**src/rtl/fp_addsub_pipe.sv**
```systemverilog
// fp_addsub_pipe
// Four-stage pipelined IEEE-754 style adder/subtractor with flush-to-zero for
// subnormals and round-to-nearest-even.  The whole pipeline moves forward as one
// unit whenever the output register is empty or being consumed.
//
// Ports:
//   clock      - rising-edge clock
//   resetn     - asynchronous active-low reset, discards everything in flight
//   in_valid   - operand pair present on dataa/datab/add_sub
//   in_ready   - pipeline accepts a pair this cycle
//   add_sub    - 1: dataa+datab, 0: dataa-datab
//   dataa      - first operand  (sign|exponent|fraction)
//   datab      - second operand (sign|exponent|fraction)
//   result     - packed sum/difference
//   flags      - {invalid, overflow, underflow}
//   out_valid  - result/flags valid
//   out_ready  - consumer accepts the result
module fp_addsub_pipe #(
  parameter int EXP_W = 8,
  parameter int MAN_W = 23
) (
  input  logic                 clock,
  input  logic                 resetn,
  input  logic                 in_valid,
  output logic                 in_ready,
  input  logic                 add_sub,
  input  logic [EXP_W+MAN_W:0] dataa,
  input  logic [EXP_W+MAN_W:0] datab,
  output logic [EXP_W+MAN_W:0] result,
  output logic [2:0]           flags,
  output logic                 out_valid,
  input  logic                 out_ready
);

  localparam int W   = 1 + EXP_W + MAN_W;
  // Working significand: hidden bit, fraction, guard, round, sticky
  localparam int N   = MAN_W + 4;
  // Exponent with headroom for carries and a sign for underflow
  localparam int EW  = EXP_W + 2;
  localparam int SW  = $clog2(MAN_W + 4);
  localparam int LZW = $clog2(MAN_W + 5);
  localparam logic [EXP_W-1:0]    SHIFT_SAT = EXP_W'(MAN_W + 3);
  localparam logic signed [EW-1:0] EXP_TOP  = EW'((1 << EXP_W) - 1);
  localparam logic [W-1:0]        QNAN      = {1'b0, {EXP_W{1'b1}}, 1'b1, {(MAN_W-1){1'b0}}};

  logic advance;
  assign advance  = !out_valid || out_ready;
  assign in_ready = advance;

  // ---------------------------------------------------------------- stage 1
  logic             a_sign, b_sign, eff_sub, a_larger;
  logic [EXP_W-1:0] a_exp, b_exp;
  logic [MAN_W-1:0] a_frac, b_frac;
  logic [MAN_W:0]   a_man, b_man;
  logic [W-2:0]     a_mag, b_mag;
  logic             a_nan, b_nan, a_snan, b_snan, a_inf, b_inf;
  logic             spec_hit;
  logic [W-1:0]     spec_res;
  logic [2:0]       spec_flags;

  // Classify both operands, decide special results and order by magnitude.
  // Subnormals are treated as signed zeros from here on.
  always_comb begin
    a_sign = dataa[W-1];
    b_sign = datab[W-1] ^ ~add_sub;
    a_exp  = dataa[MAN_W +: EXP_W];
    b_exp  = datab[MAN_W +: EXP_W];
    a_frac = dataa[MAN_W-1:0];
    b_frac = datab[MAN_W-1:0];
    a_nan  = (&a_exp) && (|a_frac);
    b_nan  = (&b_exp) && (|b_frac);
    a_snan = a_nan && !a_frac[MAN_W-1];
    b_snan = b_nan && !b_frac[MAN_W-1];
    a_inf  = (&a_exp) && !(|a_frac);
    b_inf  = (&b_exp) && !(|b_frac);
    a_mag  = (a_exp == '0) ? '0 : dataa[W-2:0];
    b_mag  = (b_exp == '0) ? '0 : datab[W-2:0];
    a_man  = (a_exp == '0) ? '0 : {1'b1, a_frac};
    b_man  = (b_exp == '0) ? '0 : {1'b1, b_frac};
    eff_sub  = a_sign ^ b_sign;
    a_larger = a_mag >= b_mag;

    spec_hit   = 1'b0;
    spec_res   = '0;
    spec_flags = 3'b000;
    if (a_nan || b_nan) begin
      spec_hit   = 1'b1;
      spec_res   = QNAN;
      spec_flags = {a_snan || b_snan, 2'b00};
    end else if (a_inf && b_inf && eff_sub) begin
      spec_hit   = 1'b1;
      spec_res   = QNAN;
      spec_flags = 3'b100;
    end else if (a_inf) begin
      spec_hit = 1'b1;
      spec_res = {a_sign, {EXP_W{1'b1}}, {MAN_W{1'b0}}};
    end else if (b_inf) begin
      spec_hit = 1'b1;
      spec_res = {b_sign, {EXP_W{1'b1}}, {MAN_W{1'b0}}};
    end
  end

  logic             s1_valid, s1_special, s1_sign, s1_sub;
  logic [W-1:0]     s1_spec_res;
  logic [2:0]       s1_spec_flags;
  logic [EXP_W-1:0] s1_exp_l, s1_exp_diff;
  logic [MAN_W:0]   s1_man_l, s1_man_s;

  always_ff @(posedge clock or negedge resetn) begin
    if (!resetn) begin
      s1_valid      <= 1'b0;
      s1_special    <= 1'b0;
      s1_sign       <= 1'b0;
      s1_sub        <= 1'b0;
      s1_spec_res   <= '0;
      s1_spec_flags <= '0;
      s1_exp_l      <= '0;
      s1_exp_diff   <= '0;
      s1_man_l      <= '0;
      s1_man_s      <= '0;
    end else if (advance) begin
      s1_valid      <= in_valid;
      s1_special    <= spec_hit;
      s1_sub        <= eff_sub;
      s1_spec_res   <= spec_res;
      s1_spec_flags <= spec_flags;
      if (a_larger) begin
        s1_sign     <= a_sign;
        s1_exp_l    <= a_exp;
        s1_exp_diff <= a_exp - b_exp;
        s1_man_l    <= a_man;
        s1_man_s    <= b_man;
      end else begin
        s1_sign     <= b_sign;
        s1_exp_l    <= b_exp;
        s1_exp_diff <= b_exp - a_exp;
        s1_man_l    <= b_man;
        s1_man_s    <= a_man;
      end
    end
  end

  // ---------------------------------------------------------------- stage 2
  logic [SW-1:0] align_sh;
  logic [N-2:0]  align_ext, align_mask, align_shifted;
  logic          align_sticky;

  // Shift the smaller significand right; the shift saturates so that a far
  // smaller operand collapses entirely into the sticky bit.
  always_comb begin
    align_sh      = (s1_exp_diff > SHIFT_SAT) ? SW'(MAN_W + 3) : s1_exp_diff[SW-1:0];
    align_ext     = {s1_man_s, 2'b00};
    align_shifted = align_ext >> align_sh;
    align_mask    = ~({(N-1){1'b1}} << align_sh);
    align_sticky  = |(align_ext & align_mask);
  end

  logic             s2_valid, s2_special, s2_sign, s2_sub;
  logic [W-1:0]     s2_spec_res;
  logic [2:0]       s2_spec_flags;
  logic [EXP_W-1:0] s2_exp_l;
  logic [N-1:0]     s2_man_l, s2_man_s;

  always_ff @(posedge clock or negedge resetn) begin
    if (!resetn) begin
      s2_valid      <= 1'b0;
      s2_special    <= 1'b0;
      s2_sign       <= 1'b0;
      s2_sub        <= 1'b0;
      s2_spec_res   <= '0;
      s2_spec_flags <= '0;
      s2_exp_l      <= '0;
      s2_man_l      <= '0;
      s2_man_s      <= '0;
    end else if (advance) begin
      s2_valid      <= s1_valid;
      s2_special    <= s1_special;
      s2_sign       <= s1_sign;
      s2_sub        <= s1_sub;
      s2_spec_res   <= s1_spec_res;
      s2_spec_flags <= s1_spec_flags;
      s2_exp_l      <= s1_exp_l;
      s2_man_l      <= {s1_man_l, 3'b000};
      s2_man_s      <= {align_shifted, align_sticky};
    end
  end

  // ---------------------------------------------------------------- stage 3
  logic [N:0]             add_sum;
  logic [LZW-1:0]         add_lz;
  logic                   add_found;
  logic [N-1:0]           add_norm;
  logic signed [EW-1:0]   add_exp;
  logic                   add_zero;

  // Operands are ordered, so subtraction never goes negative.  A carry-out
  // shifts right by one (folding into sticky); otherwise normalise left by
  // the leading-zero count.
  always_comb begin
    add_sum   = s2_sub ? ({1'b0, s2_man_l} - {1'b0, s2_man_s})
                       : ({1'b0, s2_man_l} + {1'b0, s2_man_s});
    add_zero  = (add_sum == '0);
    add_lz    = '0;
    add_found = 1'b0;
    for (int i = N - 1; i >= 0; i--) begin
      if (!add_found) begin
        if (add_sum[i]) add_found = 1'b1;
        else            add_lz    = add_lz + LZW'(1);
      end
    end
    if (add_sum[N]) begin
      add_norm = {add_sum[N:2], add_sum[1] | add_sum[0]};
      add_exp  = $signed({2'b00, s2_exp_l}) + $signed(EW'(1));
    end else begin
      add_norm = add_sum[N-1:0] << add_lz;
      add_exp  = $signed({2'b00, s2_exp_l}) - $signed({{(EW-LZW){1'b0}}, add_lz});
    end
  end

  logic                 s3_valid, s3_special, s3_sign, s3_zero;
  logic [W-1:0]         s3_spec_res;
  logic [2:0]           s3_spec_flags;
  logic signed [EW-1:0] s3_exp;
  logic [N-1:0]         s3_norm;

  always_ff @(posedge clock or negedge resetn) begin
    if (!resetn) begin
      s3_valid      <= 1'b0;
      s3_special    <= 1'b0;
      s3_sign       <= 1'b0;
      s3_zero       <= 1'b0;
      s3_spec_res   <= '0;
      s3_spec_flags <= '0;
      s3_exp        <= '0;
      s3_norm       <= '0;
    end else if (advance) begin
      s3_valid      <= s2_valid;
      s3_special    <= s2_special;
      // An exact cancellation is +0; same-sign zeros keep their sign
      s3_sign       <= (add_zero && s2_sub) ? 1'b0 : s2_sign;
      s3_zero       <= add_zero;
      s3_spec_res   <= s2_spec_res;
      s3_spec_flags <= s2_spec_flags;
      s3_exp        <= add_exp;
      s3_norm       <= add_norm;
    end
  end

  // ---------------------------------------------------------------- stage 4
  logic                 rnd_up;
  logic [MAN_W+1:0]     rnd_sum;
  logic [MAN_W-1:0]     rnd_frac;
  logic signed [EW-1:0] rnd_exp;
  logic [W-1:0]         rnd_res;
  logic [2:0]           rnd_flags;

  // Round to nearest even; a carry out of the significand bumps the exponent
  // and leaves an all-zero fraction.  Range checks use the rounded exponent.
  always_comb begin
    rnd_up   = s3_norm[2] && (s3_norm[1] || s3_norm[0] || s3_norm[3]);
    rnd_sum  = {1'b0, s3_norm[N-1:3]} + {{(MAN_W+1){1'b0}}, rnd_up};
    rnd_exp  = s3_exp + $signed({{(EW-1){1'b0}}, rnd_sum[MAN_W+1]});
    rnd_frac = rnd_sum[MAN_W+1] ? rnd_sum[MAN_W:1] : rnd_sum[MAN_W-1:0];
    rnd_res   = {s3_sign, rnd_exp[EXP_W-1:0], rnd_frac};
    rnd_flags = 3'b000;
    if (s3_special) begin
      rnd_res   = s3_spec_res;
      rnd_flags = s3_spec_flags;
    end else if (s3_zero) begin
      rnd_res = {s3_sign, {(W-1){1'b0}}};
    end else if (rnd_exp >= EXP_TOP) begin
      rnd_res   = {s3_sign, {EXP_W{1'b1}}, {MAN_W{1'b0}}};
      rnd_flags = 3'b010;
    end else if (rnd_exp < 1) begin
      rnd_res   = {s3_sign, {(W-1){1'b0}}};
      rnd_flags = 3'b001;
    end
  end

  // Output register: bubbles move through without raising out_valid
  always_ff @(posedge clock or negedge resetn) begin
    if (!resetn) begin
      out_valid <= 1'b0;
      result    <= '0;
      flags     <= '0;
    end else if (advance) begin
      out_valid <= s3_valid;
      if (s3_valid) begin
        result <= rnd_res;
        flags  <= rnd_flags;
      end
    end
  end

endmodule

```
**config.mk**
```make
export PLATFORM = sky130hd
export DESIGN_NAME = fp_addsub_pipe
export DESIGN_NICKNAME = d
export VERILOG_FILES = /design/src/rtl/fp_addsub_pipe.sv
export SDC_FILE = /design/constraint.sdc
export NUM_CORES = 1
export LEC_CHECK = 0
export ABC_AREA = 1
export BUFFER_PORTS_ARGS = -buffer_cell sky130_fd_sc_hd__buf_2
export CAP_MARGIN = 20
export CORE_ASPECT_RATIO = 2
export CORE_UTILIZATION = 40
export CTS_BUF_LIST = sky130_fd_sc_hd__clkbuf_8
export DETAILED_ROUTE_END_ITERATION = 6
export PLACE_DENSITY_LB_ADDON = 0.08
export SYNTH_ARGS = -nofsm -noshare
export SYNTH_HDL_FRONTEND = slang
export SYNTH_SLANG_ARGS = --single-unit
export TNS_END_PERCENT = 10
```
**constraint.sdc**
```tcl
create_clock -name clock -period 19.6 [get_ports clock]
set_input_delay 0 -clock clock [delete_from_list [all_inputs] [get_ports clock]]
set_output_delay 0 -clock clock [all_outputs]
set_load 0.05 [all_outputs]
```
Word level (Yosys, flattened, before mapping) --
Index checks and enable logic that the tools add are counted.
Word-level totals: output and inout bits 37, register bits 313, logic and storage cells 243
Cells by class: multiplexer cells 137, reductions and logical operators 29, shifts and indexed selects 3, add/sub/neg operators 34, bitwise logic cells 6, order comparisons 4
Operators with widths (number):
- 5-bit two-way mux | 53
- 32-bit two-way mux | 5
- 31-bit two-way mux | 5
- 5-bit by 1-bit adder with 5-bit output (second input constant) | 26
- 24-bit two-way mux | 4
- 1-bit two-way mux | 59
- 23-bit OR reduction | 2
- 31-bit >= comparator | 1
- 27-bit by 27-bit adder with 28-bit output | 1
- 28-bit zero test | 1
- 28-bit two-way mux | 1
- 27-bit by 27-bit subtractor with 28-bit output | 1
- 27-bit two-way mux | 1
- 27-bit by 5-bit << shifter with 27-bit output | 1
- 26-bit bitwise AND | 1
- 26-bit NOT | 1
- 26-bit OR reduction | 1
- 26-bit by 5-bit << shifter with 26-bit output (first input constant) | 1
- 26-bit by 5-bit >> shifter with 26-bit output | 1
- 24-bit by 1-bit adder with 25-bit output | 1
- 23-bit two-way mux | 1
- 8-bit zero test | 2
- 8-bit two-way mux | 2
- 8-bit AND reduction | 2
- other kinds (17) | 39

Depth between registers and ports, before layout --
Gate-level depths: netlist of run 1.
word-level depth 83, depth in mapped cells 125, gate-level depth less buffers 124

Worst setup path after synthesis of run 1 --
No wires, ideal clock.
kind register -> register, start point reg s2_man_l[3], end point reg s3_exp[7], setup time 83 ps, buffers on the path 2, data arrival time 16087 ps, required time 19517 ps, cell stages (with the launch flop) 116, setup slack 3430 ps, cells stage by stage dfrtp_1 ha_1 fa_1 nand3_1 nand3_1 nand2_1 nand3_1 nand2_1 nand2_1 nand3_1 nand2_2 nor2_1 ha_1 o21ai_0 inv_1 ha_1 inv_1 a31oi_1 [... 80 more ...] nand2_1 inv_1 ha_1 nand2_1 clkinv_1 nand3_1 buf_4 nand2_4 buf_4 ha_1 a21oi_1 nand2_1 a21oi_1 o21ai_0 o41ai_1 xor2_1 nand2_1 o21ai_0
On the way: cells in the longest elaborated chain, start to end 83, elaborated cells on any way between the ends 133, classes of those cells 29 x add/sub; 104 x mux
Ends and longest elaborated chain:
- start: declaration | line 162 | logic [N-1:0] s2_man_l, s2_man_s;
- start signal: assignment | line 183 | s2_man_l <= {s1_man_l, 3'b000};
- 27-bit by 27-bit adder with 28-bit output or 27-bit by 27-bit subtractor with 28-bit output (tied branches) | line 201, 200
- 28-bit two-way mux * | line 200 | add_sum = s2_sub ? ({1'b0, s2_man_l} - {1'b0, s2_man_s})
- 1-bit two-way mux | line 207 | if (add_sum[i]) add_found = 1'b1;
- 5-bit by 1-bit adder with 5-bit output | line 208 | else add_lz = add_lz + LZW'(1);
- 5-bit two-way mux | line 207
- 5-bit two-way mux | line 206 | if (!add_found) begin
- 5-bit by 1-bit adder with 5-bit output | line 208
- 5-bit two-way mux | line 207
- [... 67 more ...]
- 5-bit by 1-bit adder with 5-bit output | line 208
- 5-bit two-way mux | line 207
- 5-bit two-way mux | line 206
- 5-bit by 1-bit adder with 5-bit output | line 208
- 5-bit two-way mux | line 207
- 5-bit two-way mux | line 206
- 8-bit by 5-bit subtractor with 9-bit output | line 216 | add_exp = $signed({2'b00, s2_exp_l}) - $signed({{(EW-LZW){1'b0}}, add_lz});
- 10-bit two-way mux * | line 211 | if (add_sum[N]) begin
- end signal: assignment | line 244 | s3_exp <= add_exp;
- end: declaration | line 223 | logic signed [EW-1:0] s3_exp;
Every way passes the cells marked *; elsewhere a longest branch is shown, timed or not. A chain may end at the register's enable or synchronous reset.

Final worst setup path of run 1 --
start point reg s2_man_l[9], end point reg s3_exp[7]
The elaborated chain is that of the path after synthesis.

==> impl_metrics.xml, run 1 <==
<?xml version="1.0" encoding="UTF-8"?>
<metrics>
  <group name="synth">
    <metric name="netlist_instances" unit="">3358</metric>
    <metric name="synth-xor-area-share" unit="">0.02631</metric>
    <metric name="synth_top_family_by_area" unit="">simple AND/OR/NAND/NOR gates</metric>
    <metric name="ys_seq_elements" unit="">217</metric>
    <metric name="synthFlopType" unit="">sky130_fd_sc_hd__dfrtp_1</metric>
    <metric name="synth.cell_area" unit="µm²">20920</metric>
    <metric name="adder_cell_fraction_of_synth_area" unit="">0.08098</metric>
    <metric name="count_of_synthesis_stage_warnings_from_yosys" unit="">0</metric>
    <metric name="per_instance_average_area_after_synthesis" unit="µm²">6.230</metric>
    <metric name="synth_seq_area_share" unit="">0.2596</metric>
    <metric name="post_synth_edffs" unit="">0</metric>
    <metric name="synth-compound-area-share" unit="">0.1614</metric>
    <metric name="synth_simple_gate_area_frac" unit="">0.3506</metric>
    <metric name="synth.net_count" unit="">3560</metric>
    <metric name="synthArstFlopShare" unit="">1.000</metric>
    <metric name="synthDistinctLibCells" unit="">68</metric>
    <metric name="post_synth_mux_area_share" unit="">0.001914</metric>
  </group>
  <group name="grt">
    <metric name="grt_antenna_before_repair" unit="">1</metric>
    <metric name="first_global_vias" unit="">22900</metric>
    <metric name="grt_max_degree" unit="">120</metric>
    <metric name="grt_pass1_wl" unit="mm">129.9</metric>
    <metric name="gr-total-overflow" unit="">0</metric>
    <metric name="track_usage" unit="">0.3284</metric>
  </group>
  <group name="routing">
    <metric name="firstDrtPassIters" unit="">7</metric>
    <metric name="vias_per_cell" unit="">5.411</metric>
    <metric name="drcViolationCount" unit="">0</metric>
    <metric name="route.detailed.wl_per_inst" unit="µm">20.75</metric>
    <metric name="number_of_drc_markers_after_the_initial_detailed_route_iteration" unit="">1226</metric>
    <metric name="detailroute.via_count" unit="">22520</metric>
    <metric name="drtAntennaViolNets" unit="">0</metric>
    <metric name="totalWireLength" unit="mm">86.35</metric>
  </group>
  <group name="finish">
    <metric name="post_layout_util" unit="">0.4541</metric>
    <metric name="finish.instance_area" unit="µm²">23460</metric>
    <metric name="layout-drive-gt1-share" unit="">0.1017</metric>
    <metric name="area_delta_synth_final" unit="%">12.15</metric>
    <metric name="layout.nets" unit="">3677</metric>
  </group>
  <group name="timing">
    <metric name="max_freq" unit="MHz">55.27</metric>
    <metric name="worst_hold_slack" unit="ns">0.04319</metric>
    <metric name="final.period_utilization" unit="">0.9230</metric>
    <metric name="worst_slew_pin_slew" unit="ns">1.233</metric>
    <metric name="setup-violations-final" unit="">0</metric>
    <metric name="final_max_slew_viol_count" unit="">0</metric>
    <metric name="timing.clock.skew" unit="ns">0.03161</metric>
    <metric name="timing.slew.headroom" unit="">0.1695</metric>
    <metric name="final_period_minus_worst_setup_slack" unit="ns">18.09</metric>
    <metric name="final_hold_viol_count" unit="">0</metric>
  </group>
  <group name="run">
    <metric name="max-cap-violations" unit="">0</metric>
  </group>
  <group name="clocking">
    <metric name="cts_tree" unit="">done</metric>
    <metric name="clkSinkCount" unit="">217</metric>
    <metric name="clk_path_buf_depth" unit="">3</metric>
    <metric name="post-cts-setup-buffers" unit="">0</metric>
    <metric name="clock-root-buffer" unit="">sky130_fd_sc_hd__clkbuf_8</metric>
    <metric name="htree_levels" unit="">2</metric>
    <metric name="path_clk_slew" unit="ns">0.07</metric>
    <metric name="cts_inserted_buffers" unit="">34</metric>
    <metric name="clock_latency" unit="ns">0.58</metric>
  </group>
  <group name="worst_setup_path">
    <metric name="path_class" unit="">register to register</metric>
    <metric name="critical_path_arrival" unit="ns">18.59</metric>
    <metric name="worst-path-max-fanout" unit="">20</metric>
    <metric name="slowest_cell_on_crit_path" unit="">sky130_fd_sc_hd__ha_1</metric>
    <metric name="critical_path.startpoint" unit="">s2_man_l[9]$_DFFE_PN0N_</metric>
    <metric name="crit-reg2reg-launch" unit="">s2_man_l[9]$_DFFE_PN0N_</metric>
    <metric name="timing.critical_path.mode_cell" unit="">sky130_fd_sc_hd__nand2_1</metric>
    <metric name="timing.critical_path.to_type" unit="">register</metric>
    <metric name="critical_path_s_largest_stage_delay" unit="ns">0.44</metric>
    <metric name="r2r.worst_path.cells" unit="">118</metric>
    <metric name="startpoint_type" unit="">register</metric>
    <metric name="worst_r2r_endpoint" unit="">s3_exp[7]$_DFFE_PN0N_</metric>
    <metric name="setup.reg_to_reg.worst_slack" unit="ns">1.51</metric>
    <metric name="cp_data_required_time" unit="ns">20.10</metric>
  </group>
  <group name="pwr">
    <metric name="finalPower" unit="W">0.004784</metric>
    <metric name="power.ir.vdd_worst" unit="µV">110.5</metric>
    <metric name="cellLeakagePower" unit="nW">12.43</metric>
    <metric name="p_per_area" unit="nW/µm²">203.9</metric>
  </group>
  <group name="floorplan">
    <metric name="floorplan.rows" unit="">118</metric>
    <metric name="ios" unit="">106</metric>
    <metric name="design.die.area" unit="µm²">53280</metric>
    <metric name="core-area" unit="µm²">51670</metric>
    <metric name="start_util" unit="">0.4049</metric>
    <metric name="die-height" unit="µm">325.4</metric>
    <metric name="die-width" unit="µm">163.7</metric>
  </group>
  <group name="place">
    <metric name="numPortBuffers" unit="">105</metric>
    <metric name="placedInstanceArea" unit="µm²">21920</metric>
    <metric name="hpwl" unit="mm">70.48</metric>
    <metric name="gpl.final_weighted_congestion" unit="">1.012</metric>
  </group>
  <group name="outcome">
    <metric name="outcome" unit="">finished, final reports clean</metric>
  </group>
  <group name="hold_path">
    <metric name="hp-class" unit="">input port to register</metric>
    <metric name="holdPathEnd" unit="">s1_exp_l[0]$_DFFE_PN0N_</metric>
    <metric name="min-delay-start" unit="">dataa[23]</metric>
    <metric name="min_delay_path_depth" unit="">5</metric>
  </group>
</metrics>
## routing by layer
layer,track usage,vias to the layer above,part of all wire
met5,0,-,0
met3,0.04297,387,0.033
li1,-,11090,-
met4,0.3533,0,0.13
met2,0.6244,676,0.54
met1,0.2683,10370,0.30
## report_power, final
part	switching, W	total, W	internal (W)
Sequential	0.000157	0.000792	0.000635
Combinational	0.00262	0.00359	0.000970
Clock	0.000196	0.000404	0.000208
## state kept, by name (all words and copies together), names as in the netlist, 8 cells and up
name / flops
result: 32
s1_exp_diff: 8
s2_exp_l: 8
s2_man_s: 27
s3_exp: 10
s1_man_s: 24
s1_man_l: 24
s3_norm: 27
s1_exp_l: 8
s2_man_l: 24
## worst max-delay path by stage
stage / slack (ns) / depth (start not counted) / to
2_1_floorplan: 3.43 / 115 / s3_exp[7]$_DFFE_PN0N_
3_5_place_dp: 1.26 / 117 / s3_exp[7]$_DFFE_PN0N_
3_3_place_gp: 1.32 / 117 / s3_exp[7]$_DFFE_PN0N_
6_report: 1.51 / 118 / s3_exp[7]$_DFFE_PN0N_
4_1_cts: 1.23 / 117 / s3_exp[7]$_DFFE_PN0N_
5_1_grt: -0.02 / 120 / s3_exp[6]$_DFFE_PN0N_
## cells in the final DEF (no fill, tap or decap), drive strengths merged, types with 76 or more instances in the layout
master and n:
dlygate4sd3 76, dfrtp 217, nand2 1021, buf 131, nand3 228, inv 510, o21ai 317, a21oi 191
ha 129, nor2 299
## worst max-delay path, delay by kind of cell (launching register included)
family / cells / cell delay [ns]
and+or+nand+nor: 52 / 6.37
adders and majority gates: 27 / 7.19
buffers and inverters: 25 / 1.58
xor gates and xnor gates: 1 / 0.18
DFF: 1 / 0.40
AOI/OAI and AO/OA: 13 / 2.32
## metrics by stage
stage          setup WS [ns]  cells  setup TNS [ns]
2_1_floorplan          3.430   3358               0
3_3_place_gp           1.322   4023               0
3_5_place_dp           1.257   4023               0
4_1_cts                1.228   4160               0
5_1_grt             -0.02339   4161        -0.04343
6_report               1.508   4162               0
## cells in the mapped netlist, types with 7 or more instances
library cell	number	share of area
sky130_fd_sc_hd__a21oi_1	190	0.045
sky130_fd_sc_hd__buf_4	14	0.0050
sky130_fd_sc_hd__dfrtp_1	217	0.26
sky130_fd_sc_hd__a211oi_1	7	0.0025
sky130_fd_sc_hd__nand3_1	211	0.050
sky130_fd_sc_hd__xnor2_1	7	0.0029
sky130_fd_sc_hd__buf_1	10	0.0018
sky130_fd_sc_hd__o211ai_1	8	0.0029
sky130_fd_sc_hd__nand4_1	67	0.020
sky130_fd_sc_hd__or2_2	11	0.0033
sky130_fd_sc_hd__ha_1	129	0.077
sky130_fd_sc_hd__nand2_2	25	0.0075
sky130_fd_sc_hd__o22ai_1	24	0.0072
sky130_fd_sc_hd__buf_2	22	0.0053
sky130_fd_sc_hd__a31oi_1	8	0.0024
sky130_fd_sc_hd__o21ai_1	35	0.0084
sky130_fd_sc_hd__nand2_1	993	0.18
sky130_fd_sc_hd__nor2_1	270	0.048
sky130_fd_sc_hd__clkbuf_1	73	0.013
sky130_fd_sc_hd__nor4_1	19	0.0057
sky130_fd_sc_hd__o31ai_1	9	0.0032
sky130_fd_sc_hd__inv_2	51	0.0091
sky130_fd_sc_hd__nor2_4	13	0.0070
sky130_fd_sc_hd__nor2_2	15	0.0045
sky130_fd_sc_hd__clkinv_1	7	0.0013
sky130_fd_sc_hd__xor2_1	54	0.023
sky130_fd_sc_hd__nor3_1	27	0.0065
sky130_fd_sc_hd__nand3_2	16	0.0077
sky130_fd_sc_hd__inv_1	450	0.081
sky130_fd_sc_hd__o21bai_1	11	0.0039
sky130_fd_sc_hd__o21ai_0	281	0.067
## cells by family (layout without fill, tap and decap cells)
logic type	count (synthesis)	after routing
and+or+nand+nor	1691	1691
AOI/OAI and AO/OA	617	617
adders and majority gates	133	133
muxes	4	4
other	0	2
buffers and inverters	634	776
DFF	217	217
xor gates and xnor gates	62	62
## area by class of cell
class	instances	area, µm²
fillers	5656	28210
multi-input cells	2507	13090
flip-flops and latches	217	5431
inverters	508	1909
repair buffers	207	1495
well taps	660	825.8
clock buffers	45	619.3
clock inverters	16	83.83
diodes	2	5.005
## timing repair
item                       in CTS  in global routing
hold buffers                   76                  0
setup endpoints to repair       0                  5
gates resized for setup         0                 22
hold endpoints to repair      164                  0
Power figures use the tool's default switching activity.
==> run 2: changes to the inputs <==
RECOVER_POWER = 50   (was unset)
==> run 2 against run 1 <==
Compared with the run above:
- the run now ends with capacitance limit, slew limit left
- design area is 0.31% lower
- worst hold slack worse by 0.0050 ns
- via count stayed put
- sequential share of layout area is 0.073 points higher
==> impl_metrics.xml, run 2 (synthesis gave the netlist of run 1 again) <==
<?xml version="1.0" encoding="UTF-8"?>
<metrics>
  <group name="pwr">
    <metric name="share_clk_of_total_power" unit="">0.085</metric>
    <metric name="internal_power" unit="W">0.001809</metric>
    <metric name="power.ir.vdd_worst" unit="µV">110.3</metric>
    <metric name="cellLeakagePower" unit="nW">12.29</metric>
    <metric name="p_per_area" unit="nW/µm²">204.3</metric>
    <metric name="power_frac_seq" unit="">0.166</metric>
    <metric name="power.switching" unit="W">0.002970</metric>
    <metric name="power.switching_fraction" unit="">0.6215</metric>
    <metric name="power.combinational.fraction" unit="">0.749</metric>
    <metric name="finalPower" unit="W">0.004778</metric>
  </group>
  <group name="grt">
    <metric name="grt_antenna_before_repair" unit="">1</metric>
    <metric name="grt_max_degree" unit="">120</metric>
    <metric name="first_global_vias" unit="">22900</metric>
    <metric name="track_usage" unit="">0.3284</metric>
    <metric name="grt_pass1_wl" unit="mm">129.9</metric>
    <metric name="gr-total-overflow" unit="">0</metric>
  </group>
  <group name="worst_setup_path">
    <metric name="critical_path.startpoint" unit="">s2_man_l[9]$_DFFE_PN0N_</metric>
    <metric name="critical_path_buf_inv_count" unit="">25</metric>
    <metric name="critical_path_s_largest_stage_delay" unit="ns">0.44</metric>
    <metric name="worst_r2r_endpoint" unit="">s3_exp[7]$_DFFE_PN0N_</metric>
    <metric name="r2r.worst_path.cells" unit="">118</metric>
    <metric name="timing.critical_path.to_type" unit="">register</metric>
    <metric name="timing.critical_path.mode_cell" unit="">sky130_fd_sc_hd__nand2_1</metric>
    <metric name="crit-reg2reg-launch" unit="">s2_man_l[9]$_DFFE_PN0N_</metric>
    <metric name="critical_path_arrival" unit="ns">18.55</metric>
    <metric name="startpoint_type" unit="">register</metric>
    <metric name="worst-path-max-fanout" unit="">20</metric>
    <metric name="setup.reg_to_reg.worst_slack" unit="ns">1.55</metric>
    <metric name="slowest_cell_on_crit_path" unit="">sky130_fd_sc_hd__ha_1</metric>
    <metric name="cp_data_required_time" unit="ns">20.10</metric>
    <metric name="path_class" unit="">register to register</metric>
    <metric name="crit_family" unit="">adder cells</metric>
  </group>
  <group name="floorplan">
    <metric name="design.die.area" unit="µm²">53280</metric>
    <metric name="die-height" unit="µm">325.4</metric>
    <metric name="die-width" unit="µm">163.7</metric>
    <metric name="core-area" unit="µm²">51670</metric>
    <metric name="ios" unit="">106</metric>
    <metric name="floorplan.rows" unit="">118</metric>
    <metric name="start_util" unit="">0.4049</metric>
  </group>
  <group name="timing">
    <metric name="final_hold_viol_count" unit="">0</metric>
    <metric name="final_period_minus_worst_setup_slack" unit="ns">18.05</metric>
    <metric name="final.period_utilization" unit="">0.9212</metric>
    <metric name="worst_slew_pin_slew" unit="ns">5.859</metric>
    <metric name="final_max_slew_viol_count" unit="">369</metric>
    <metric name="timing.clock.skew" unit="ns">0.03080</metric>
    <metric name="timing.final.ws_setup" unit="ns">1.545</metric>
    <metric name="worst_hold_slack" unit="ns">0.03814</metric>
    <metric name="finalSetupTns" unit="ns">0</metric>
    <metric name="timing.slew.headroom" unit="">-2.906</metric>
    <metric name="max_freq" unit="MHz">55.39</metric>
    <metric name="setup-violations-final" unit="">0</metric>
  </group>
  <group name="routing">
    <metric name="number_of_drc_markers_after_the_initial_detailed_route_iteration" unit="">1224</metric>
    <metric name="totalWireLength" unit="mm">86.35</metric>
    <metric name="vias_per_cell" unit="">5.412</metric>
    <metric name="detailroute.via_count" unit="">22520</metric>
    <metric name="firstDrtPassIters" unit="">7</metric>
    <metric name="route.detailed.wl_per_inst" unit="µm">20.75</metric>
    <metric name="drtAntennaViolNets" unit="">0</metric>
    <metric name="drcViolationCount" unit="">0</metric>
  </group>
  <group name="finish">
    <metric name="largestRegisters" unit="">result: 32 flops, s2_man_s: 27 flops, s3_norm: 27 flops</metric>
    <metric name="largest_reg_flops" unit="">32</metric>
    <metric name="fillerInstances" unit="">5686</metric>
    <metric name="layout.nets" unit="">3677</metric>
    <metric name="regMostFlops" unit="">result</metric>
    <metric name="layout-drive-gt1-share" unit="">0.09000</metric>
    <metric name="regArea" unit="µm²">5431</metric>
    <metric name="multi_input_combinational_cell_area" unit="µm²">13090</metric>
    <metric name="area_delta_synth_final" unit="%">11.80</metric>
    <metric name="mostFrequentLayoutCell" unit="">sky130_fd_sc_hd__nand2_1</metric>
    <metric name="layout.cells.most_common_list" unit="">990 x sky130_fd_sc_hd__nand2_1, 456 x sky130_fd_sc_hd__inv_1, 281 x sky130_fd_sc_hd__o21ai_0, 260 x sky130_fd_sc_hd__nor2_1, 216 x sky130_fd_sc_hd__dfrtp_1</metric>
  </group>
  <group name="place">
    <metric name="hpwl" unit="mm">70.48</metric>
    <metric name="pre_cts_slack" unit="ns">1.257</metric>
    <metric name="gpl.final_weighted_congestion" unit="">1.012</metric>
    <metric name="numPortBuffers" unit="">105</metric>
  </group>
  <group name="hold_path">
    <metric name="min-delay-start" unit="">dataa[23]</metric>
    <metric name="hp-class" unit="">input port to register</metric>
    <metric name="holdPathEnd" unit="">s1_exp_l[0]$_DFFE_PN0N_</metric>
    <metric name="min_delay_path_depth" unit="">5</metric>
  </group>
  <group name="clocking">
    <metric name="clock-root-buffer" unit="">sky130_fd_sc_hd__clkbuf_8</metric>
    <metric name="clock_latency" unit="ns">0.58</metric>
    <metric name="path_clk_slew" unit="ns">0.07</metric>
    <metric name="htree_levels" unit="">2</metric>
    <metric name="cts_inserted_buffers" unit="">34</metric>
    <metric name="clkSinkCount" unit="">217</metric>
    <metric name="clk_path_buf_depth" unit="">3</metric>
    <metric name="cts_tree" unit="">done</metric>
    <metric name="post-cts-setup-buffers" unit="">0</metric>
  </group>
  <group name="outcome">
    <metric name="outcome" unit="">complete, but fails checks</metric>
    <metric name="violations" unit="">capacitance limit, slew limit</metric>
  </group>
  <group name="run">
    <metric name="max-cap-violations" unit="">5</metric>
  </group>
</metrics>
## run 2: changes by cell type in the layout (fill, tap and decap cells not counted)
cell and change:
sky130_fd_sc_hd__buf_2 -36, sky130_fd_sc_hd__buf_4 -4, sky130_fd_sc_hd__buf_8 -1, sky130_fd_sc_hd__clkbuf_1 +41, sky130_fd_sc_hd__diode_2 -1
## run 2: cell type report
cell class / count / share of cell area
Multi-Input combinational cell: 2507 / 0.5598
Sequential cell: 217 / 0.2322
Inverter: 508 / 0.08163
Timing Repair Buffer: 207 / 0.06088
Tap cell: 660 / 0.03531
Clock buffer: 45 / 0.02648
Clock inverter: 16 / 0.003584
Antenna cell: 1 / 0.0001070
## run 2: worst min-delay path, stage by stage
cell	delay, ns
sky130_fd_sc_hd__buf_2	0.12
sky130_fd_sc_hd__inv_1	0.12
sky130_fd_sc_hd__nand2_1	0.07
sky130_fd_sc_hd__o21ai_0	0.14
sky130_fd_sc_hd__o21ai_0	0.10
## run 2: through the flow
stage	instances	cell area [µm²]	utilization
detailed placement	4023	21920	0.4241
global placement	4023	21920	0.4241
finish	4161	23390	0.4526
global route	4161	23390	0.4526
CTS	4160	23380	0.4524
floorplan	3358	20920	-
## run 2: how the worst max path moves through the flow
| stage | to | slack, ns | cells past startpoint |
|---|---|---|---|
| global placement | s3_exp[7]$_DFFE_PN0N_ | 1.32 | 117 |
| finish | s3_exp[7]$_DFFE_PN0N_ | 1.55 | 118 |
| detailed placement | s3_exp[7]$_DFFE_PN0N_ | 1.26 | 117 |
| floorplan | s3_exp[7]$_DFFE_PN0N_ | 3.43 | 115 |
| CTS | s3_exp[7]$_DFFE_PN0N_ | 1.23 | 117 |
| global route | s3_exp[6]$_DFFE_PN0N_ | -0.02 | 120 |
## run 2: power by group through the flow
stage	registers, W	logic [W]	clock network [W]
2_1_floorplan	0.000840	0.00221	0
5_1_grt	0.000816	0.00392	0.000434
3_5_place_dp	0.000799	0.00348	0
3_3_place_gp	0.000793	0.00348	0
6_report	0.000794	0.00358	0.000405
4_1_cts	0.000791	0.00351	0.000417
## run 2: timing repair
action,4_1_cts,5_1_grt
gates resized for setup,0,22
hold endpoints to repair,164,0
endpoints found under the setup margin,0,5
hold buffers,76,0
## run 2: layer usage
metal  vias up  track usage  share of wire  wire length [µm]
li1      11080            -              -                 -
met5         -            0              0                 0
met4         0       0.3533           0.13             10960
met2       661       0.6244           0.54             46320
met1     10390       0.2683           0.30             26200
met3       392      0.04297          0.033              2874
==> run 3: changes to the inputs <==
==> constraint.sdc (replaced) <==
create_clock -name clock -period 19.6 [get_ports clock]
set_input_delay 3.92 -clock clock [delete_from_list [all_inputs] [get_ports clock]]
set_output_delay 3.92 -clock clock [all_outputs]
set_load 0.05 [all_outputs]
==> run 3 against run 2 <==
Compared with the run above:
- the flow still finishes with violations (capacitance limit, slew limit)
- worst hold slack better by 0.43 ns
- non-clock buffer count down 79
- worst setup slack worse by 0.094 ns
- routed wire length down 4.5%
- critical path depth down 6
- utilization down 1.6 points
- largest cell class unchanged
==> impl_metrics.xml, run 3 (synthesis gave the netlist of run 1 again) <==
<?xml version="1.0" encoding="UTF-8"?>
<metrics>
  <group name="outcome">
    <metric name="outcome" unit="">complete, but fails checks</metric>
    <metric name="violations" unit="">capacitance limit, slew limit</metric>
  </group>
  <group name="worst_setup_path">
    <metric name="timing.critical_path.depth" unit="">112</metric>
    <metric name="worst-path-max-fanout" unit="">17</metric>
    <metric name="r2r.worst_path.cells" unit="">112</metric>
    <metric name="cp_data_required_time" unit="ns">19.99</metric>
    <metric name="critical_path_arrival" unit="ns">18.54</metric>
    <metric name="crit-reg2reg-launch" unit="">s2_man_l[7]$_DFFE_PN0N_</metric>
    <metric name="critical_path_buf_inv_count" unit="">21</metric>
    <metric name="crit_family" unit="">adder cells</metric>
    <metric name="worst_r2r_endpoint" unit="">s3_exp[8]$_DFFE_PN0N_</metric>
    <metric name="critical_path.startpoint" unit="">s2_man_l[7]$_DFFE_PN0N_</metric>
    <metric name="timing.critical_path.to_type" unit="">register</metric>
    <metric name="startpoint_type" unit="">register</metric>
    <metric name="slowest_cell_on_crit_path" unit="">sky130_fd_sc_hd__a21oi_1</metric>
    <metric name="setup.worst_path.end" unit="">s3_exp[8]$_DFFE_PN0N_</metric>
    <metric name="path_class" unit="">register to register</metric>
    <metric name="critical_path_s_largest_stage_delay" unit="ns">0.50</metric>
    <metric name="setup.reg_to_reg.worst_slack" unit="ns">1.45</metric>
    <metric name="timing.critical_path.mode_cell" unit="">sky130_fd_sc_hd__nand2_1</metric>
  </group>
  <group name="place">
    <metric name="place.detailed.instances" unit="">4017</metric>
    <metric name="gpl.final_weighted_congestion" unit="">1.054</metric>
    <metric name="hpwl" unit="mm">67.35</metric>
    <metric name="numPortBuffers" unit="">105</metric>
  </group>
  <group name="finish">
    <metric name="regMostFlops" unit="">result</metric>
    <metric name="final_cells" unit="">4080</metric>
    <metric name="layout.nets" unit="">3599</metric>
    <metric name="mostFrequentLayoutCell" unit="">sky130_fd_sc_hd__nand2_1</metric>
    <metric name="area_delta_synth_final" unit="%">7.864</metric>
    <metric name="layout-drive-gt1-share" unit="">0.08511</metric>
    <metric name="layout.cells.most_common_list" unit="">992 x sky130_fd_sc_hd__nand2_1, 461 x sky130_fd_sc_hd__inv_1, 281 x sky130_fd_sc_hd__o21ai_0, 266 x sky130_fd_sc_hd__nor2_1, 217 x sky130_fd_sc_hd__dfrtp_1</metric>
    <metric name="largestRegisters" unit="">result: 32 flops, s2_man_s: 27 flops, s3_norm: 27 flops</metric>
    <metric name="largest_reg_flops" unit="">32</metric>
  </group>
  <group name="floorplan">
    <metric name="floorplan.rows" unit="">118</metric>
    <metric name="start_util" unit="">0.4049</metric>
    <metric name="die-height" unit="µm">325.4</metric>
    <metric name="ios" unit="">106</metric>
    <metric name="design.die.area" unit="µm²">53280</metric>
    <metric name="core-area" unit="µm²">51670</metric>
    <metric name="die-width" unit="µm">163.7</metric>
  </group>
  <group name="routing">
    <metric name="number_of_drc_markers_after_the_initial_detailed_route_iteration" unit="">1320</metric>
    <metric name="firstDrtPassIters" unit="">7</metric>
    <metric name="vias_per_cell" unit="">5.406</metric>
    <metric name="drcViolationCount" unit="">0</metric>
    <metric name="drtAntennaViolNets" unit="">0</metric>
    <metric name="totalWireLength" unit="mm">82.50</metric>
    <metric name="route.detailed.wl_per_inst" unit="µm">20.22</metric>
    <metric name="detailroute.via_count" unit="">22060</metric>
  </group>
  <group name="timing">
    <metric name="grt_setup_unrepaired" unit="">false</metric>
    <metric name="setup-violations-final" unit="">0</metric>
    <metric name="finalSetupTns" unit="ns">0</metric>
    <metric name="final.period_utilization" unit="">0.9260</metric>
    <metric name="worst_slew_pin_slew" unit="ns">7.744</metric>
    <metric name="max_freq" unit="MHz">55.10</metric>
    <metric name="final_max_slew_viol_count" unit="">420</metric>
    <metric name="final_period_minus_worst_setup_slack" unit="ns">18.15</metric>
    <metric name="timing.slew.headroom" unit="">-4.163</metric>
    <metric name="timing.clock.skew" unit="ns">0.01642</metric>
    <metric name="final_hold_viol_count" unit="">0</metric>
  </group>
  <group name="clocking">
    <metric name="clock_latency" unit="ns">0.57</metric>
    <metric name="clk_path_buf_depth" unit="">3</metric>
    <metric name="clock-root-buffer" unit="">sky130_fd_sc_hd__clkbuf_8</metric>
    <metric name="ctsHoldBuffers" unit="">0</metric>
    <metric name="cts_inserted_buffers" unit="">35</metric>
    <metric name="clkSinkCount" unit="">217</metric>
    <metric name="cts_tree" unit="">done</metric>
    <metric name="htree_levels" unit="">2</metric>
    <metric name="path_clk_slew" unit="ns">0.06</metric>
  </group>
  <group name="grt">
    <metric name="first_global_vias" unit="">22280</metric>
    <metric name="grt_antenna_before_repair" unit="">1</metric>
    <metric name="track_usage" unit="">0.3125</metric>
    <metric name="grt_pass1_wl" unit="mm">123.7</metric>
    <metric name="grt_max_degree" unit="">177</metric>
    <metric name="gr-total-overflow" unit="">0</metric>
  </group>
  <group name="hold_path">
    <metric name="min-delay-start" unit="">s2_spec_res[31]$_DFFE_PN0N_</metric>
    <metric name="hp-class" unit="">register to register</metric>
  </group>
  <group name="run">
    <metric name="max-cap-violations" unit="">4</metric>
  </group>
</metrics>
## run 3: cell count changes in the layout (fill, tap and decap cells not counted), sizes merged
cell         change
clkinvlp         +1
buf              -2
dlygate4sd3     -76
inv              +2
clkinv           -3
clkbuf           -6
bufinv           +3
## run 3: through the flow
stage	util	area, µm²	setup slack (ns)	hold slack, ns
finish	0.4367	22570	1.451	0.4686
detailed placement	0.4235	21880	1.188	0.4528
CTS	0.4374	22600	1.149	0.4697
global route	0.4367	22570	0.01155	0.4946
global placement	0.4235	21880	1.290	0.4482
floorplan	-	20920	3.430	0.4317
## run 3: tightest hold or removal path: cells and delay by family (launching register included)
family	cells	cell delay [ns]
flip-flops	1	0.34
AND/OR/NAND/NOR	2	0.09
## run 3: layout make-up
type / instances / area (µm²)
repair buffers: 128 / 644.4
multi-input cells: 2507 / 13040
well taps: 660 / 825.8
flip-flops and latches: 217 / 5430
clock buffers: 40 / 550.5
clock inverters: 19 / 167.7
diodes: 1 / 2.502
fillers: 5748 / 29110
inverters: 508 / 1908
## run 3: timing repair
action,CTS,global route
endpoints found under the hold margin,0,0
gates resized for setup,0,6
setup endpoints to repair,0,5
setup buffers,0,0
## run 3: metal layers
layer | global-route usage | up-vias | wire (µm)
met5 | 0 | - | 0
met4 | 0.2991 | 0 | 9301
met3 | 0.03710 | 335 | 2659
met2 | 0.6073 | 636 | 44730
met1 | 0.2610 | 10160 | 25810
li1 | - | 10930 | -
## run 3: worst min path at each step
stage,endpoint,depth (start not counted),slack [ns]
finish,s3_spec_res[31]$_DFFE_PN0N_,2,0.47
global route,result[7]$_DFFE_PN0P_,2,0.49
CTS,s3_spec_res[31]$_DFFE_PN0N_,2,0.47
detailed placement,s3_spec_res[31]$_DFFE_PN0N_,2,0.45
global placement,out_valid$_DFFE_PN0N_,2,0.45
floorplan,out_valid$_DFFE_PN0N_,2,0.43
Power of run 3 is not shown: default switching activity piles up to over one toggle a cycle in this logic, so the estimate is an artifact.
